File: config.mk
export PLATFORM = sky130hd
export DESIGN_NAME = core_run_control_flat
export DESIGN_NICKNAME = d
export VERILOG_FILES = /design/src/rtl/core_run_control_pkg.sv /design/src/rtl/core_run_control_if.sv /design/src/rtl/core_run_control.sv /design/src/flat_wrapper.sv
export SDC_FILE = /design/constraint.sdc
export NUM_CORES = 1
export LEC_CHECK = 0
export BUFFER_PORTS_ARGS = -buffer_cell sky130_fd_sc_hd__buf_2
export CORE_MARGIN = 2
export CORE_UTILIZATION = 58
export CTS_BUF_LIST = sky130_fd_sc_hd__clkbuf_4 sky130_fd_sc_hd__clkbuf_8
export DETAILED_ROUTE_END_ITERATION = 6
export GPL_ROUTABILITY_DRIVEN = 0
export MAX_ROUTING_LAYER = met4
export PLACE_DENSITY = 0.93
export SETUP_SLACK_MARGIN = 0.5
export SYNTH_ARGS = -nofsm -noshare
export SYNTH_HDL_FRONTEND = slang
export SYNTH_SLANG_ARGS = --single-unit
File: constraint.sdc
create_clock -name clk -period 5.15 [get_ports clk]
set_clock_uncertainty 0.15 [all_clocks]
set_input_delay 0.515 -clock clk [delete_from_list [all_inputs] [get_ports clk]]
set_output_delay 0.515 -clock clk [all_outputs]
set_load 0.02 [all_outputs]
File: src/rtl/core_run_control_pkg.sv
// Shared constants for the processor run-control handshake: state encoding and the
// default core/PC geometry used by Processor_Dynamic.
package core_run_control_pkg;

    localparam int unsigned CORE_COUNT_DEF = 32'd2;
    localparam int unsigned REG_WIDTH_DEF  = 32'd12;
    localparam int unsigned CYC_WIDTH_DEF  = 32'd16;
    localparam logic [11:0] CURRENT_PC_VALUE_DEF = 12'b000000000000;

    localparam logic [1:0] ST_IDLE = 2'd0;
    localparam logic [1:0] ST_LOAD = 2'd1;
    localparam logic [1:0] ST_RUN  = 2'd2;
    localparam logic [1:0] ST_DONE = 2'd3;

    typedef enum logic [1:0] {
        RC_IDLE = ST_IDLE,
        RC_LOAD = ST_LOAD,
        RC_RUN  = ST_RUN,
        RC_DONE = ST_DONE
    } run_state_e;

endpackage

File: src/rtl/core_run_control_if.sv
// Start/endop handshake bundle between the external pins / core array and core_run_control.
interface core_run_control_if import core_run_control_pkg::*; #(
    parameter int unsigned core_count = CORE_COUNT_DEF,
    parameter int unsigned reg_width  = REG_WIDTH_DEF,
    parameter int unsigned cyc_width  = CYC_WIDTH_DEF
);
    logic                  start;
    logic [core_count-1:0] core_halt;
    logic                  pc_load;
    logic [reg_width-1:0]  pc_init;
    logic [core_count-1:0] core_run;
    logic [core_count-1:0] endop_signal;
    logic                  all_done;
    logic                  busy;
    logic                  timeout;
    logic [cyc_width-1:0]  cycle_count;

    modport master (
        output start, core_halt,
        input  pc_load, pc_init, core_run, endop_signal, all_done, busy, timeout, cycle_count
    );

    modport slave (
        input  start, core_halt,
        output pc_load, pc_init, core_run, endop_signal, all_done, busy, timeout, cycle_count
    );
endinterface

File: src/rtl/core_run_control.sv
// Run-control responder: one start pulse -> PC load, per-core run enables, sticky
// per-core completion, aggregate done, saturating run-cycle count and optional watchdog.
module core_run_control import core_run_control_pkg::*; #(
    parameter int unsigned          core_count       = CORE_COUNT_DEF,
    parameter int unsigned          reg_width        = REG_WIDTH_DEF,
    parameter logic [reg_width-1:0] current_PC_value = reg_width'(CURRENT_PC_VALUE_DEF),
    parameter int unsigned          cyc_width        = CYC_WIDTH_DEF,
    parameter int unsigned          max_cycles       = 32'd0
) (
    input  logic               clk,
    input  logic               reset,
    core_run_control_if.slave  bus
);

    localparam logic [core_count-1:0] ALL_CORES = {core_count{1'b1}};
    localparam logic [core_count-1:0] NO_CORES  = {core_count{1'b0}};
    localparam logic [cyc_width-1:0]  CNT_ZERO  = {cyc_width{1'b0}};
    localparam logic [cyc_width-1:0]  CNT_ONE   = {{(cyc_width-1){1'b0}}, 1'b1};
    localparam logic [cyc_width-1:0]  CNT_MAX   = {cyc_width{1'b1}};
    localparam bit                    WD_EN     = (max_cycles != 32'd0);
    localparam logic [cyc_width-1:0]  WD_LAST   = cyc_width'(max_cycles - 32'd1);

    run_state_e            state_r;
    logic                  pc_load_r;
    logic [core_count-1:0] core_run_r;
    logic [core_count-1:0] endop_r;
    logic                  all_done_r;
    logic                  busy_r;
    logic                  timeout_r;
    logic [cyc_width-1:0]  count_r;

    logic [core_count-1:0] halt_merge_s;
    logic                  all_halted_s;
    logic                  wd_hit_s;
    logic [cyc_width-1:0]  count_inc_s;

    // Halts seen this edge join the already-finished set; the watchdog looks at the pre-edge count.
    assign halt_merge_s = endop_r | bus.core_halt;
    assign all_halted_s = &halt_merge_s;
    assign wd_hit_s     = WD_EN && (count_r == WD_LAST);
    assign count_inc_s  = (count_r == CNT_MAX) ? count_r : (count_r + CNT_ONE);

    // Run-control FSM with all handshake outputs registered.
    always_ff @(posedge clk) begin
        if (reset) begin
            state_r    <= RC_IDLE;
            pc_load_r  <= 1'b0;
            core_run_r <= NO_CORES;
            endop_r    <= NO_CORES;
            all_done_r <= 1'b0;
            busy_r     <= 1'b0;
            timeout_r  <= 1'b0;
            count_r    <= CNT_ZERO;
        end else begin
            case (state_r)
                RC_IDLE, RC_DONE: begin
                    if (bus.start) begin
                        state_r    <= RC_LOAD;
                        pc_load_r  <= 1'b1;
                        busy_r     <= 1'b1;
                        core_run_r <= NO_CORES;
                        endop_r    <= NO_CORES;
                        all_done_r <= 1'b0;
                        timeout_r  <= 1'b0;
                        count_r    <= CNT_ZERO;
                    end
                end
                RC_LOAD: begin
                    state_r    <= RC_RUN;
                    pc_load_r  <= 1'b0;
                    busy_r     <= 1'b1;
                    core_run_r <= ALL_CORES;
                end
                RC_RUN: begin
                    count_r <= count_inc_s;
                    // A natural finish on the watchdog edge is not reported as a timeout.
                    if (all_halted_s || wd_hit_s) begin
                        state_r    <= RC_DONE;
                        endop_r    <= ALL_CORES;
                        core_run_r <= NO_CORES;
                        all_done_r <= 1'b1;
                        busy_r     <= 1'b0;
                        timeout_r  <= ~all_halted_s;
                    end else begin
                        endop_r    <= halt_merge_s;
                        core_run_r <= ~halt_merge_s;
                    end
                end
                default: begin
                    state_r    <= RC_IDLE;
                    pc_load_r  <= 1'b0;
                    core_run_r <= NO_CORES;
                    busy_r     <= 1'b0;
                end
            endcase
        end
    end

    assign bus.pc_load      = pc_load_r;
    assign bus.pc_init      = current_PC_value;
    assign bus.core_run     = core_run_r;
    assign bus.endop_signal = endop_r;
    assign bus.all_done     = all_done_r;
    assign bus.busy         = busy_r;
    assign bus.timeout      = timeout_r;
    assign bus.cycle_count  = count_r;

endmodule

File: src/flat_wrapper.sv
// flat-port wrapper written by rule: the top's interface ports become plain ports
module core_run_control_flat import core_run_control_pkg::*;
#(
    parameter int unsigned          core_count       = CORE_COUNT_DEF,
    parameter int unsigned          reg_width        = REG_WIDTH_DEF,
    parameter logic [reg_width-1:0] current_PC_value = reg_width'(CURRENT_PC_VALUE_DEF),
    parameter int unsigned          cyc_width        = CYC_WIDTH_DEF,
    parameter int unsigned          max_cycles       = 32'd0
)
  (clk, reset, bus_start, bus_core_halt, bus_pc_load, bus_pc_init, bus_core_run, bus_endop_signal, bus_all_done, bus_busy, bus_timeout, bus_cycle_count);
  core_run_control_if #(.core_count(core_count), .reg_width(reg_width), .cyc_width(cyc_width)) bus_i ();
  input  logic clk;
  input  logic reset;
  input wire logic [$bits(bus_i.start)-1:0] bus_start;
  input wire logic [$bits(bus_i.core_halt)-1:0] bus_core_halt;
  output wire logic [$bits(bus_i.pc_load)-1:0] bus_pc_load;
  output wire logic [$bits(bus_i.pc_init)-1:0] bus_pc_init;
  output wire logic [$bits(bus_i.core_run)-1:0] bus_core_run;
  output wire logic [$bits(bus_i.endop_signal)-1:0] bus_endop_signal;
  output wire logic [$bits(bus_i.all_done)-1:0] bus_all_done;
  output wire logic [$bits(bus_i.busy)-1:0] bus_busy;
  output wire logic [$bits(bus_i.timeout)-1:0] bus_timeout;
  output wire logic [$bits(bus_i.cycle_count)-1:0] bus_cycle_count;
  assign bus_i.start = bus_start;
  assign bus_i.core_halt = bus_core_halt;
  assign bus_pc_load = bus_i.pc_load;
  assign bus_pc_init = bus_i.pc_init;
  assign bus_core_run = bus_i.core_run;
  assign bus_endop_signal = bus_i.endop_signal;
  assign bus_all_done = bus_i.all_done;
  assign bus_busy = bus_i.busy;
  assign bus_timeout = bus_i.timeout;
  assign bus_cycle_count = bus_i.cycle_count;
  core_run_control #(.core_count(core_count), .reg_width(reg_width), .current_PC_value(current_PC_value), .cyc_width(cyc_width), .max_cycles(max_cycles)) u_core (.clk(clk), .reset(reset), .bus(bus_i));
endmodule
# After elaboration in Yosys (flattened, before gate mapping)
# Cells that the tools add are included.
# word_totals
regBits	26
latch_bits	0
ramBits	0
mem_bits_ro	0
in_bits	5
out_inout_bits	36
elab_cells	49
memories	0
# op_classes
n_addsub	1
multipliers	0
div	0
order_cmp	0
eq_ne	7
shift	0
n_mux	20
bitwise	3
reduce_logical	10
# ops
operator	n
2-to-1 mux 16 bit	2
case mux 16 bit (2 select lines)	1
adder 16 x 1 -> 16 bit, second input constant	1
equality test 16 bit, second input constant	1
case mux 2 bit (3 select lines)	2
2-to-1 mux 2 bit	5
AND reduction 2 bit	4
case mux 1 bit (2 select lines)	3
AND reduction 3 bit	2
2-to-1 mux 1 bit	5
equality test 2 bit, second input constant	2
!= test 2 bit, second input constant	2
case mux 2 bit (2 select lines)	1
nonzero test 2 bit	2
case mux 1 bit (3 select lines)	1
equality test 2 x 1 -> 1 bit, second input constant	1
zero test 2 bit	1
!= test 2 x 1 -> 1 bit, second input constant	1
inverter 2 bit	1
OR 2 bit	1
OR reduction 2 bit	1
inverter 1 bit	1

# Logic depth before layout (Yosys ltp)
# Gate-level depths: netlist (run 1).
# logic_depth
word_depth	5
depth_mapped	8
depth_no_buf	6

# Worst setup path before layout (run 1)
# Ideal clock, no wire load.
# synth_path
kind	register -> register
start	register u_core.count_r[1], in the netlist u_core.bus.cycle_count[1]
end	register u_core.count_r[13], in the netlist u_core.bus.cycle_count[13]
t_arrival_ns	1.780
path_slack_ns	3.080
stages_incl_launch_ff	7
path_buffers	1
synth_period_minus_slack_ns	2.070
cell_sequence	dfxtp_1 -> ha_1 -> nand4_2 -> or4_1 -> buf_2 -> nor3b_1 -> a2bb2oi_1
# synth_via
elab_chain_cells	3
# synth_lines
item	line	rtl
from (decl)	core_run_control.sv:30	logic [cyc_width-1:0] count_r;
from (signal assigned)	core_run_control.sv:75	count_r <= count_inc_s;
adder 16 x 1 -> 16 bit or equality test 16 bit (tied branches)	core_run_control.sv:41	assign count_inc_s = (count_r == CNT_MAX) ? count_r : (count_r + CNT_ONE);
2-to-1 mux 16 bit or != test 2 bit (tied branches)	-	
case mux 16 bit (2 select lines) or AND reduction 3 bit (tied branches)	-	
# Several ways; a longest one is shown, not always the timed one. The select of a mux whose other input is x is not followed.
# A chain may end at the register's enable or synchronous reset.

# Final worst setup path (run 1)
# layout_path
start	register u_core.state_r[0]
end	register u_core.count_r[6], in the netlist u_core.bus.cycle_count[6]
# layout_via
elab_chain_cells	4
# layout_lines
item	line	rtl
from (decl)	core_run_control.sv:23	run_state_e state_r;
from (signal assigned)	core_run_control.sv:46	state_r <= RC_IDLE;
from (signal assigned)	core_run_control.sv:58	state_r <= RC_LOAD;
from (signal assigned)	core_run_control.sv:69	state_r <= RC_RUN;
equality test 2 bit or zero test 2 bit (tied branches)	core_run_control.sv:55	case (state_r)
OR reduction 2 bit	core_run_control.sv:55	
!= test 2 bit (no source line) or nonzero test 2 bit (tied branches)	-	
AND reduction 3 bit (no source line)	-	
# Several ways; a longest one is shown, not always the timed one.

==> flow_summary_export.csv, run 1 <==
group,metric,value,unit
outcome,status,"finished clean",
clock_tree,clkLatencyLatePin,310,ps
clock_tree,cts-root-buf,"clkbuf_4",
timing,report.final.slew_viol_count,0,
power_and_ir_drop,ir_worst_vdd,360,µV
layout,syn2layout_area_growth,5.77,%
run,max_cap_viol_count,0,
logic_synthesis,ys_ff_latch,26,
logic_synthesis,ys_types,46,
route,wl,3.48,mm
layout,layout_common_cells,"28 x buf_2, 26 x dfxtp_1, 14 x nand3_1, 14 x nand2_1, 13 x nor2_1",
setup_path,critical_path_class,"reg -> reg",
timing,hold_viol,0,
timing,slew_headroom,53.5,%
setup_path,cp_cell_sequence,"inv_1 -> ha_1 -> nor2b_1 -> nand2_2 -> or4b_1 -> o211ai_1",
timing,max_freq,0.383,GHz
power_and_ir_drop,seqPwrFrac,43.4,%
die,die_x,55.9,µm
route,drtAntennaViolNets,0,
setup_path,critPathSlowestCell,"nor2b_1",
logic_synthesis,avgSynthCellArea,8.18,µm²
timing,finalCritPeriodShare,50.7,%
power_and_ir_drop,p_leak,0.654,nW
global_routing,grt_pass1_vias,1234,
die,core_area,2520,µm²
setup_path,worstSetupEndpointType,"flip-flop",
logic_synthesis,ys.flop_type,"dfxtp_1",
route,num_vias,1507,
route,drtIter0Drc,96,
timing,setup_viol,0,
placement,hpwl,2.53,mm
logic_synthesis,synth_edf_count,0,
setup_path,cp.required,5250,ps
route,drc_errors,0,
die,die_y,55.9,µm
timing,worstMarginPinSlew,694,ps
global_routing,antenna_found_initial,0,
timing,rsz0062_at_grt,"false",
die,top_level_ports,41,
clock_tree,numCtsBuffers,3,
power_and_ir_drop,p_per_area,333,nW/µm²
clock_tree,ctsHoldBuffers,0,
power_and_ir_drop,power_frac_comb,41.4,%
clock_tree,clockBufferDepth,2,
timing,setup-tns-final,0,ps
logic_synthesis,ys_seq_area_share,33.3,%
power_and_ir_drop,power.switching,0.226,mW
clock_tree,cts_setup_buffers,0,
clock_tree,cts_num_sinks,26,
die,fp-row-count,18,
global_routing,track_usage,22.2,%
die,start_util,61.9,%
global_routing,grt_pass1_wl,5.47,mm
hold_path,worstHoldPathType,"reg -> reg",
timing,period_needed,2610,ps
power_and_ir_drop,p_total,0.550,mW
layout,insertedDiodeCount,0,
clock_tree,cts_tree,"built",
power_and_ir_drop,clkPwrFrac,15.1,%
route,vias_per_cell,6.23,
route,dr.pass1.iters,5,
setup_path,worstPathArrival,2710,ps
setup_path,startpoint_type,"flip-flop",
logic_synthesis,syn_area,1560,µm²
setup_path,cpPeakStageDelay,630,ps
route,wire_per_inst,14.4,µm
clock_tree,cts_resized,0,
placement,io_buffers,28,
clock_tree,cts.reportedPaths.clkPinSlew,130,ps
global_routing,grt_overflow,0,
clock_tree,ctsHtreeMaxLevel,1,
setup_path,critPathMaxFanout,17,
global_routing,grt_max_degree,20,
logic_synthesis,async_flop_share,0,%
power_and_ir_drop,switching_share,41.0,%
layout,finalNetCount,223,
layout,final_common_cell,"buf_2",
logic_synthesis,synthCells,191,
power_and_ir_drop,p_int,0.324,mW
layout,drive_above_1_share,17.9,%
die,die_area,3120,µm²
logic_synthesis,ys_warn_count,0,
## final timing paths
kind	to	slack (ps)	cells past startpoint	start
hold reg to reg	u_core.bus.timeout$_SDFFE_PP0P_	310	2	u_core.bus.timeout$_SDFFE_PP0P_
setup reg to reg	u_core.bus.cycle_count[6]$_SDFFE_PP0P_	2540	6	u_core.state_r[0]$_SDFFE_PP0P_
hold / removal	u_core.bus.timeout$_SDFFE_PP0P_	310	2	u_core.bus.timeout$_SDFFE_PP0P_
setup / recovery	u_core.bus.cycle_count[6]$_SDFFE_PP0P_	2540	6	u_core.state_r[0]$_SDFFE_PP0P_
## sequential cells by signal, indices dropped and copies added, names as in the netlist
signal	flops
u_core.bus.cycle_count	16
u_core.bus.core_run	2
u_core.bus.endop_signal	2
u_core.state_r	2
u_core.bus.all_done	1
u_core.bus.busy	1
u_core.bus.pc_load	1
u_core.bus.timeout	1
## synth_stat cells (4+ instances only)
cell type | count | share of area (%)
dfxtp_1 | 26 | 33
buf_4 | 14 | 6.7
nand2_1 | 14 | 3.4
nand3_1 | 14 | 4.5
nor2_1 | 13 | 3.1
a21oi_1 | 12 | 3.8
o211ai_1 | 8 | 3.8
nand4_1 | 7 | 2.8
inv_1 | 6 | 1.4
nand2b_1 | 6 | 2.4
o21ai_0 | 6 | 1.9
a31oi_1 | 5 | 2.0
and4_1 | 5 | 2.8
ha_1 | 4 | 3.2
nor3_1 | 4 | 1.3
or4_1 | 4 | 1.9
## routing by layer
layer	wire, µm	track usage, %	share of wire [%]	up-vias
li1	-	-	-	742
met1	1570	29.7	45	682
met2	1610	34.9	46	74
met3	255	2.09	7.3	9
met4	47	8.16	1.4	0
met5	0	-	0	-
## critical path: cells and delay by family, from the launching register on
kind | cells | cell delay (ps)
and+or+nand+nor | 3 | 1380
buffers and inverters | 1 | 70
DFF | 1 | 370
adders and majority gates | 1 | 470
AOI/OAI and AO/OA | 1 | 100
## cells by family (layout without fill, tap and decap cells)
| family | after synthesis | in the layout | share of synthesized area (%) |
|---|---|---|---|
| and+or+nand+nor | 82 | 82 | 29.5 |
| buffers and inverters | 27 | 37 | 11.1 |
| muxes | 2 | 2 | 1.36 |
| DFF | 26 | 26 | 33.3 |
| adders and majority gates | 4 | 4 | 3.21 |
| other | 1 | 12 | 0.240 |
| AOI/OAI and AO/OA | 49 | 49 | 21.2 |
## metrics by stage
step / instance area, µm² / std cells / worst slack, ps / util, % / hold slack, ps
6_report: 1650 / 242 / 2540 / 65.5 / 309
5_1_grt: 1650 / 242 / 2390 / 65.5 / 336
4_1_cts: 1650 / 242 / 2550 / 65.5 / 311
3_5_place_dp: 1630 / 239 / 2580 / 64.6 / 289
3_3_place_gp: 1630 / 239 / 2660 / 64.6 / 291
2_1_floorplan: 1600 / 202 / 3080 / - / 370
## layout make-up
| cell class | count | area (µm²) |
|---|---|---|
| well taps | 30 | 37.5 |
| multi-input cells | 149 | 908 |
| inverters | 6 | 22.5 |
| repair buffers | 28 | 140 |
| flip-flops and latches | 26 | 520 |
| clock buffers | 3 | 22.5 |
| fillers | 226 | 871 |
## power by group through the flow
stage / clock, mW / combinational (mW) / sequential, mW
6_report: 0.0832 / 0.228 / 0.239
5_1_grt: 0.0914 / 0.250 / 0.242
4_1_cts: 0.0843 / 0.224 / 0.239
3_5_place_dp: 0 / 0.223 / 0.243
3_3_place_gp: 0 / 0.218 / 0.242
2_1_floorplan: 0 / 0.171 / 0.259
Power figures use the tool's default switching activity.
==> run 2: changes to the inputs <==
Settings changed: CORE_UTILIZATION 58 to 54, PLACE_DENSITY 0.93 to 0.87.
Clock period 5.15 ns to 2.45 ns, I/O delays scaled along.
==> flow_summary_export.csv, run 2 (synthesis gave the netlist of run 1 again) <==
group,metric,value,unit
outcome,status,"finished clean",
setup_path,critical_path_class,"reg -> reg",
clock_tree,ctsHoldBuffers,0,
setup_path,crit_buf_inv,2,
clock_tree,clockBufferDepth,2,
route,num_vias,1576,
setup_path,critPathMaxFanout,5,
power_and_ir_drop,ir_worst_vdd,1040,µV
clock_tree,clkLatencyLatePin,320,ps
route,drtAntennaViolNets,0,
power_and_ir_drop,switching_share,39.8,%
die,start_util,56.6,%
run,max_cap_viol_count,0,
timing,report.final.slew_viol_count,0,
placement,io_buffers,28,
power_and_ir_drop,p_int,0.774,mW
route,wl,3.74,mm
timing,setup-tns-final,0,ps
timing,setup_viol,0,
route,vias_per_cell,6.28,
timing,max_freq,0.515,GHz
placement,hpwl,2.55,mm
power_and_ir_drop,power_frac_comb,46.5,%
global_routing,grt_pass1_vias,1318,
power_and_ir_drop,power.switching,0.512,mW
route,dr.pass1.iters,4,
setup_path,cpPeakStageDelay,380,ps
setup_path,r2r_slack,510,ps
global_routing,grt_max_degree,20,
setup_path,critPathSlowestCell,"dfxtp_2",
layout,nFillCells,255,
die,die_area,3340,µm²
placement,dp.cells,246,
route,wire_per_inst,14.9,µm
setup_path,cp.required,2500,ps
setup_path,startpoint_type,"flip-flop",
clock_tree,cts-root-buf,"clkbuf_4",
setup_path,worstSetupEndpointType,"flip-flop",
hold_path,hold_path.startpoint,"bus_core_halt[0]",
setup_path,critPathTopFamily,"compound AO/OA/AOI/OAI gates",
global_routing,antenna_found_initial,0,
hold_path,worstHoldPathType,"in -> reg",
layout,largest_reg_flops,16,
power_and_ir_drop,p_leak,0.696,nW
clock_tree,ctsHtreeMaxLevel,1,
clock_tree,numCtsBuffers,3,
setup_path,cp_cell_sequence,"inv_1 -> ha_4 -> mux2_4 -> buf_4 -> o21ai_0 -> o311ai_0 -> o41ai_1",
layout,fin_cells,251,
die,die_x,57.8,µm
die,fp-row-count,19,
clock_tree,cts_num_sinks,26,
setup_path,worstPathArrival,1990,ps
clock_tree,cts_tree,"built",
global_routing,grt_overflow,0,
die,top_level_ports,41,
route,drtIter0Drc,83,
global_routing,track_usage,22.9,%
layout,drive_above_1_share,25.0,%
timing,hold_viol,0,
power_and_ir_drop,p_per_area,734,nW/µm²
clock_tree,cts.reportedPaths.clkPinSlew,140,ps
layout,syn2layout_area_growth,12.2,%
die,core_area,2760,µm²
setup_path,r2r-start,"u_core.state_r[0]$_SDFFE_PP0P_",
power_and_ir_drop,clkPwrFrac,14.1,%
timing,hold_slack,88.9,ps
layout,finalNetCount,231,
timing,rsz0062_at_grt,"true",
layout,insertedDiodeCount,0,
layout,final_common_cell,"buf_2",
timing,finalCritPeriodShare,79.2,%
power_and_ir_drop,seqPwrFrac,39.3,%
setup_path,crit_start,"u_core.state_r[0]$_SDFFE_PP0P_",
die,die_y,57.8,µm
route,drc_errors,0,
layout,layout_common_cells,"28 x buf_2, 22 x dfxtp_1, 14 x nand3_1, 14 x nand2_1",
timing,period_needed,1940,ps
global_routing,grt_pass1_wl,5.93,mm
run 2: cell count changes in the layout (fill, tap and decap cells not counted), sizes merged:
cell | before | now
buf | 28 | 36
run 2: area by class of cell:
| type | count | area, µm² | area share [%] |
|---|---|---|---|
| Clock buffer | 3 | 22.5 | 1.29 |
| Timing Repair Buffer | 36 | 200 | 11.4 |
| Sequential cell | 26 | 526 | 30.0 |
| Multi-Input combinational cell | 149 | 942 | 53.8 |
| Tap cell | 31 | 38.8 | 2.21 |
| Inverter | 6 | 22.5 | 1.29 |
run 2: per-stage QoR:
step	area, µm²	setup WS, ps	total power, mW	utilization, %
6_report	1750	509	1.29	63.5
5_1_grt	1750	385	1.36	63.5
4_1_cts	1730	511	1.24	62.7
3_5_place_dp	1680	301	1.01	61.1
3_3_place_gp	1680	368	1.00	61.1
2_1_floorplan	1610	503	0.913	-
run 2: path summary, 6_finish.rpt:
kind / endpoint / cells after the start
max: u_core.bus.cycle_count[11]$_SDFFE_PP0P_ / 7
min reg2reg: u_core.bus.timeout$_SDFFE_PP0P_ / 2
min: u_core.bus.endop_signal[0]$_SDFFE_PP0P_ / 3
max reg2reg: u_core.bus.cycle_count[11]$_SDFFE_PP0P_ / 7
run 2: tightest hold or removal path, cell delays in order:
cell	delay (ps)
buf_2	110
a21oi_1	120
nor3_1	50
run 2: power by group through the flow:
stage	Clock, mW	Sequential (mW)	Combinational [mW]
6_report	0.182	0.506	0.598
5_1_grt	0.198	0.511	0.653
4_1_cts	0.184	0.504	0.550
3_5_place_dp	0	0.509	0.505
3_3_place_gp	0	0.508	0.492
2_1_floorplan	0	0.546	0.367
run 2: per-layer routing:
| metal | vias to the layer above | share of wire [%] | track usage (%) |
|---|---|---|---|
| met5 | - | 0 | - |
| li1 | 751 | - | - |
| met1 | 716 | 43 | 31.2 |
| met3 | 6 | 10 | 3.57 |
| met4 | 0 | 1.4 | 8.97 |
| met2 | 103 | 45 | 33.9 |
run 2: what timing repair did:
item,4_1_cts,5_1_grt
endpoints found under the setup margin,15,10
resized for setup,7,2
hold endpoints to repair,0,0
pin swaps,1,1
setup buffers,0,2
